[config.mk]
export PLATFORM = sky130hd
export DESIGN_NAME = rec_fifo
export DESIGN_NICKNAME = d
export VERILOG_FILES = /design/src/rtl/rec_pkg.sv /design/src/rtl/rec_fifo_mem.sv /design/src/rtl/rec_fifo.sv
export SDC_FILE = /design/constraint.sdc
export NUM_CORES = 1
export LEC_CHECK = 0
export ABC_AREA = 1
export BUFFER_PORTS_ARGS = -buffer_cell sky130_fd_sc_hd__buf_2
export CAP_MARGIN = 10
export CORE_UTILIZATION = 40
export CTS_BUF_LIST = sky130_fd_sc_hd__clkbuf_8
export DETAILED_ROUTE_END_ITERATION = 8
export PLACE_DENSITY = 0.56
export SKIP_CTS_REPAIR_TIMING = 1
export SYNTH_ARGS = -nofsm -noshare
export SYNTH_HDL_FRONTEND = slang
export SYNTH_SLANG_ARGS = --single-unit
[constraint.sdc]
create_clock -name clk -period 4.15 [get_ports clk]
set_input_delay 0.83 -clock clk [delete_from_list [all_inputs] [get_ports clk]]
set_output_delay 0.83 -clock clk [all_outputs]
set_load 0.005 [all_outputs]
[src/rtl/rec_pkg.sv]
// Shared definitions for the CAN receive buffer: default sizes, word type, pointer width.
// Latency: n/a (package only).
// Backpressure: n/a (package only).
package rec_pkg;

    localparam int REC_BYTEW = 8;
    localparam int REC_DEPTH = 8;

    // One received word: {high byte, low byte} as written by the MAC.
    typedef logic [2*REC_BYTEW-1:0] rec_word_t;

    // Pointers carry one extra bit so that full and empty stay distinguishable.
    function automatic int rec_ptr_w(input int depth);
        return $clog2(depth) + 1;
    endfunction

endpackage

[src/rtl/rec_fifo_mem.sv]
// Word storage for the receive buffer: DEPTH x WW register array.
// Latency: write lands on the next rising edge; read is combinational.
// Backpressure: none here; the caller only asserts we when a slot is free.
module rec_fifo_mem
    import rec_pkg::*;
#(
    parameter int DEPTH = REC_DEPTH,
    parameter int WW    = 2 * REC_BYTEW,
    parameter int AW    = $clog2(REC_DEPTH)
) (
    input  logic          clk,
    input  logic          we,
    input  logic [AW-1:0] waddr,
    input  logic [WW-1:0] wdata,
    input  logic [AW-1:0] raddr,
    output logic [WW-1:0] rdata
);

    logic [WW-1:0] mem_q [DEPTH];
    logic [WW-1:0] mem_d [DEPTH];

    // Next memory image: one slot replaced on a write, contents otherwise held.
    always_comb begin
        mem_d = mem_q;
        if (we) begin
            mem_d[waddr] = wdata;
        end
    end

    // Storage register; contents deliberately survive reset.
    always_ff @(posedge clk) begin
        mem_q <= mem_d;
    end

    assign rdata = mem_q[raddr];

endmodule

[src/rtl/rec_fifo.sv]
// CAN receive buffer: MAC stages words per frame, commit exposes them, CPU pops in order.
// Latency: committed word visible on regout right after the committing edge (show-ahead).
// Backpressure: none to the MAC; words arriving while full are dropped and flagged via overrun.
module rec_fifo
    import rec_pkg::*;
#(
    parameter int DEPTH = REC_DEPTH,
    parameter int BYTEW = REC_BYTEW
) (
    input  logic                       clk,
    input  logic                       rst,
    input  logic                       can,
    input  logic [BYTEW-1:0]           regin1,
    input  logic [BYTEW-1:0]           regin2,
    input  logic                       commit,
    input  logic                       abort,
    input  logic                       rd,
    input  logic                       clr_ovr,
    output logic [2*BYTEW-1:0]         regout,
    output logic                       empty,
    output logic                       full,
    output logic [$clog2(DEPTH+1)-1:0] level,
    output logic                       overrun
);

    localparam int PW = rec_ptr_w(DEPTH);
    localparam int AW = PW - 1;
    localparam int WW = 2 * BYTEW;
    localparam int LW = $clog2(DEPTH + 1);
    localparam logic [PW-1:0] DEPTH_P = PW'(DEPTH);

    logic [PW-1:0] rd_ptr_q, rd_ptr_d;
    logic [PW-1:0] cm_ptr_q, cm_ptr_d;
    logic [PW-1:0] wr_ptr_q, wr_ptr_d;
    logic          bad_q,     bad_d;
    logic          overrun_q, overrun_d;

    logic [PW-1:0] committed;
    logic [PW-1:0] occupied;
    logic          is_empty;
    logic          is_full;
    logic          wr_en;
    logic          drop;
    logic          rd_en;
    logic [WW-1:0] head_word;

    // Occupancy is derived from pre-edge pointers only.
    assign committed = cm_ptr_q - rd_ptr_q;
    assign occupied  = wr_ptr_q - rd_ptr_q;
    assign is_empty  = (committed == '0);
    assign is_full   = (occupied == DEPTH_P);

    assign wr_en = can & ~is_full;
    assign drop  = can &  is_full;
    assign rd_en = rd  & ~is_empty;

    // Pointer, bad and overrun next-state; abort beats commit, a drop poisons the frame.
    always_comb begin
        rd_ptr_d  = rd_ptr_q;
        cm_ptr_d  = cm_ptr_q;
        wr_ptr_d  = wr_ptr_q;
        bad_d     = bad_q | drop;
        overrun_d = overrun_q;

        if (wr_en) begin
            wr_ptr_d = wr_ptr_q + PW'(1);
        end

        if (abort) begin
            wr_ptr_d = cm_ptr_q;
            bad_d    = 1'b0;
        end else if (commit) begin
            if (bad_q | drop) begin
                wr_ptr_d = cm_ptr_q;
            end else begin
                cm_ptr_d = wr_ptr_d;
            end
            bad_d = 1'b0;
        end

        if (rd_en) begin
            rd_ptr_d = rd_ptr_q + PW'(1);
        end

        if (drop) begin
            overrun_d = 1'b1;
        end else if (clr_ovr) begin
            overrun_d = 1'b0;
        end
    end

    // State registers with synchronous active-low reset; memory is left untouched.
    always_ff @(posedge clk) begin
        if (!rst) begin
            rd_ptr_q  <= '0;
            cm_ptr_q  <= '0;
            wr_ptr_q  <= '0;
            bad_q     <= 1'b0;
            overrun_q <= 1'b0;
        end else begin
            rd_ptr_q  <= rd_ptr_d;
            cm_ptr_q  <= cm_ptr_d;
            wr_ptr_q  <= wr_ptr_d;
            bad_q     <= bad_d;
            overrun_q <= overrun_d;
        end
    end

    rec_fifo_mem #(
        .DEPTH (DEPTH),
        .WW    (WW),
        .AW    (AW)
    ) u_mem (
        .clk   (clk),
        .we    (wr_en),
        .waddr (wr_ptr_q[AW-1:0]),
        .wdata ({regin1, regin2}),
        .raddr (rd_ptr_q[AW-1:0]),
        .rdata (head_word)
    );

    assign regout  = is_empty ? '0 : head_word;
    assign empty   = is_empty;
    assign full    = is_full;
    assign level   = LW'(committed);
    assign overrun = overrun_q;

endmodule

==> key figures <==
Synthesis
  – Count of warnings emitted by yosys: 0
  – Part of the Yosys area used for sequential elements: approximately two thirds
  – Most frequent cells after synthesis: sky130_fd_sc_hd__edfxtp_1, sky130_fd_sc_hd__nand2_1, sky130_fd_sc_hd__a21oi_1
  – Number of synthesized register bits: 142
  – Count of flip-flops with a built-in enable after synthesis: about 130
  – Cell count after synthesis: roughly 510
  – Post-Syn Nets: about 550
  – Top post-synthesis cells by area: sky130_fd_sc_hd__edfxtp_1, sky130_fd_sc_hd__nand2_1, sky130_fd_sc_hd__a21oi_1
  – Post-synth top area share: a little over three fifths
  – Most used flip-flop cell after synthesis: sky130_fd_sc_hd__edfxtp_1
  – Synth area leader: sky130_fd_sc_hd__edfxtp_1
  – Unique cell type count in the Yosys netlist: 35
  – Share of synthesized registers carrying an async set or reset: 0%
  – Average cell area after synthesis: 11.90 µm²
  – Netlist Area Pre-Place: approximately 0.0061 mm²
  – Cell with the most instances after synthesis: sky130_fd_sc_hd__edfxtp_1

Clock tree
  – Clock latency reported for the late side of the worst-skew pair: approximately 0.44 ns
  – Deepest clock path buffer count: 2
  – Num CTS Buffers: 17
  – Clock-pin slew on the worst setup and hold paths: ~0.070 ns
  – Root Driver: sky130_fd_sc_hd__clkbuf_8
  – Clock sink count: between 100 and 150
  – Number of H-tree branching levels: 4
  – Clock tree from TritonCTS: built

Route
  – DRC errors left: 3
  – Wire length after detailed routing: 13170 µm
  – Routed vias: ~4k
  – Per-cell routed wire length: between 15 and 20 µm
  – Final ANT Viol Nets: 0
  – Iter 0 DRT Violations: 257
  – Number of search-and-repair iterations in the first detailed-routing pass: 7
  – Vias per std cell: 5.283

GRT
  – Total Routing Usage GR: 17.99%
  – Pin count of the biggest net entering global routing: slightly below 70
  – Via count of the first global-routing pass: slightly above 4k
  – Global-route wire length before repair: 21140 µm
  – Total congestion overflow after global routing: 0
  – Antenna violations before repair: 0

Floorplan
  – Starting Density: 41.54%
  – Die W: between 100 and 150 µm
  – Area of the core region: 0.01470 mm²
  – Site row count: 44
  – Boundary Pins: 46
  – Die footprint: 0.01576 mm²
  – Height of the die: 125.6 µm

Layout
  – Ant. Diodes: 0
  – Area of combinational cells with multiple inputs: 0.001729 mm²
  – Layout net count: around 600
  – Count of fill cells added during filler insertion: 1313
  – Area added between synthesis and finish: 14.61%
  – Final cell utilization of the core: 47.61%
  – Area occupied by registers: slightly above 0.004 mm²
  – Share of post-route cells with drive strength above 1: between 20% and 30%

Power
  – IR Drop Worst-Case VDD: approximately 0.00034 V
  – Power Total: between 0.004 and 0.005 W
  – Lkg Pwr: about 2.7 nW
  – Power density cells: between 600 and 700 mW/mm²

Run status
  – Outcome: finished, violations left
  – Failing checks: design-rule violations

Timing
  – Final-report max-slew violation count: 0
  – Setup repair after global routing missed its margin: no
  – Max transition margin: 50.22%
  – Final critical delay including setup and external delays: between 3 and 4 ns
  – Maximum operating frequency: 313.2 MHz
  – Transition time of the tightest slew-check pin: about 0.75 ns
  – Setup TNS: 0 ns
  – Worst clock skew on the final layout: roughly 0.012 ns
  – Share of the clock period used by the worst path after layout: approximately 77%
  – Number of failing hold endpoints at the final stage: 0
  – Number of endpoints failing setup at the final stage: 0

Hold path
  – Worst hold path class: register to register
  – Hold Crit Depth: 2

Setup path
  – Startpoint class of the critical path: register
  – Worst Path Arrival: ~2.4 ns
  – Cells on worst reg2reg path: 11
  – Type of element capturing the critical path: output port
  – Category of the critical setup timing path: register to output port
  – Required time at the endpoint of the critical path: about 3.3 ns
  – Worst Path Max Fanout: 16

Placed design
  – Detailed Place HPWL: 7775 µm
  – Global placer's final weighted congestion: 0.7886
  – Number of port buffers: 45

Job
  – Max-capacitance violation count: 0
[report_power, final]
group	total [W]	leakage (nW)	internal (W)	switching, W
Clock	0.00124	0.231	0.000714	0.000522
Combinational	0.00140	1.15	0.000525	0.000878
Sequential	0.00169	1.28	0.00166	0.0000323
Total	0.00433	2.65	0.00290	0.00143
[per-layer routing]
| metal | track usage, % | up-vias | routed length [µm] |
|---|---|---|---|
| met3 | 4.108 | 17 | 446 |
| met4 | 8.752 | 0 | 276 |
| met1 | 22.04 | 1978 | 5987 |
| li1 | - | 1952 | - |
| met2 | 30.03 | 89 | 6456 |
| met5 | 0 | - | 0 |
[critical path, cell delays in order, from the launching register on]
cell	delay [ns]
sky130_fd_sc_hd__dfxtp_1	0.35
sky130_fd_sc_hd__inv_1	0.07
sky130_fd_sc_hd__ha_1	0.21
sky130_fd_sc_hd__fa_1	0.38
sky130_fd_sc_hd__xnor2_1	0.24
sky130_fd_sc_hd__nor2_2	0.08
sky130_fd_sc_hd__nand2_4	0.10
sky130_fd_sc_hd__inv_4	0.13
sky130_fd_sc_hd__a211oi_1	0.20
sky130_fd_sc_hd__buf_2	0.15
[final cells by class]
cell class	instances	share of cell area [%]
clock inverters	15	3.075
inverters	31	1.699
multi-input cells	314	24.71
flip-flops and latches	142	58.95
repair buffers	61	4.935
well taps	184	3.290
clock buffers	17	3.343
[registers in the layout (all words and copies together) (netlist names)]
name,cells
wr_ptr_q,4
rd_ptr_q,4
bad_q,1
cm_ptr_q,4
overrun,1
u_mem.mem_q,128
[worst paths after layout]
| kind | slack (ns) | startpoint | end |
|---|---|---|---|
| worst max-delay path | 0.96 | cm_ptr_q[0] | regout[4] |
| worst min-delay path | 0.46 | overrun | overrun |
| worst max register to register | 1.50 | rd_ptr_q[0] | u_mem.mem_q[20] |
| worst min register to register | 0.46 | overrun | overrun |
[stage by stage]
| step | cell area (µm²) | instances | setup slack [ns] | hold slack, ns |
|---|---|---|---|---|
| after global placement | 6549 | 732 | 1.450 | 0.4511 |
| after global routing | 6998 | 764 | 0.7338 | 0.4840 |
| after detailed placement | 6549 | 732 | 1.378 | 0.4599 |
| final | 6998 | 764 | 0.9571 | 0.4625 |
| after floorplan | 6106 | 513 | 1.007 | 0.4596 |
| after CTS | 6998 | 764 | 0.8763 | 0.4712 |
[logic make-up (layout without fill, tap and decap cells)]
group                    after synthesis  after routing  synth area share [%]
AO/OA/AOI/OAI                        117            117                 12.97
AND/OR/NAND/NOR                      181            181                 12.30
XOR/XNOR                               7              7                 1.004
adder cells (fa/ha/maj)                9              9                 1.967
buffers and inverters                 57            124                 4.221
flip-flops                           142            142                 67.54
[cells in the final DEF (no fill, tap or decap), drive strengths merged]
master,instances
xor2,5
bufinv,5
inv,34
a21oi,60
nand3,14
nand2,125
dfxtp,14
a22oi,15
edfxtp,128
fa,1
xnor2,2
nor3,2
nand3b,1
o22ai,2
or2,1
clkinv,7
ha,8
a32o,15
buf,61
a21boi,2
a211oi,15
o21ai,8
nor2,38
clkbuf,17
Note: power is estimated with default switching activity, not from simulation.
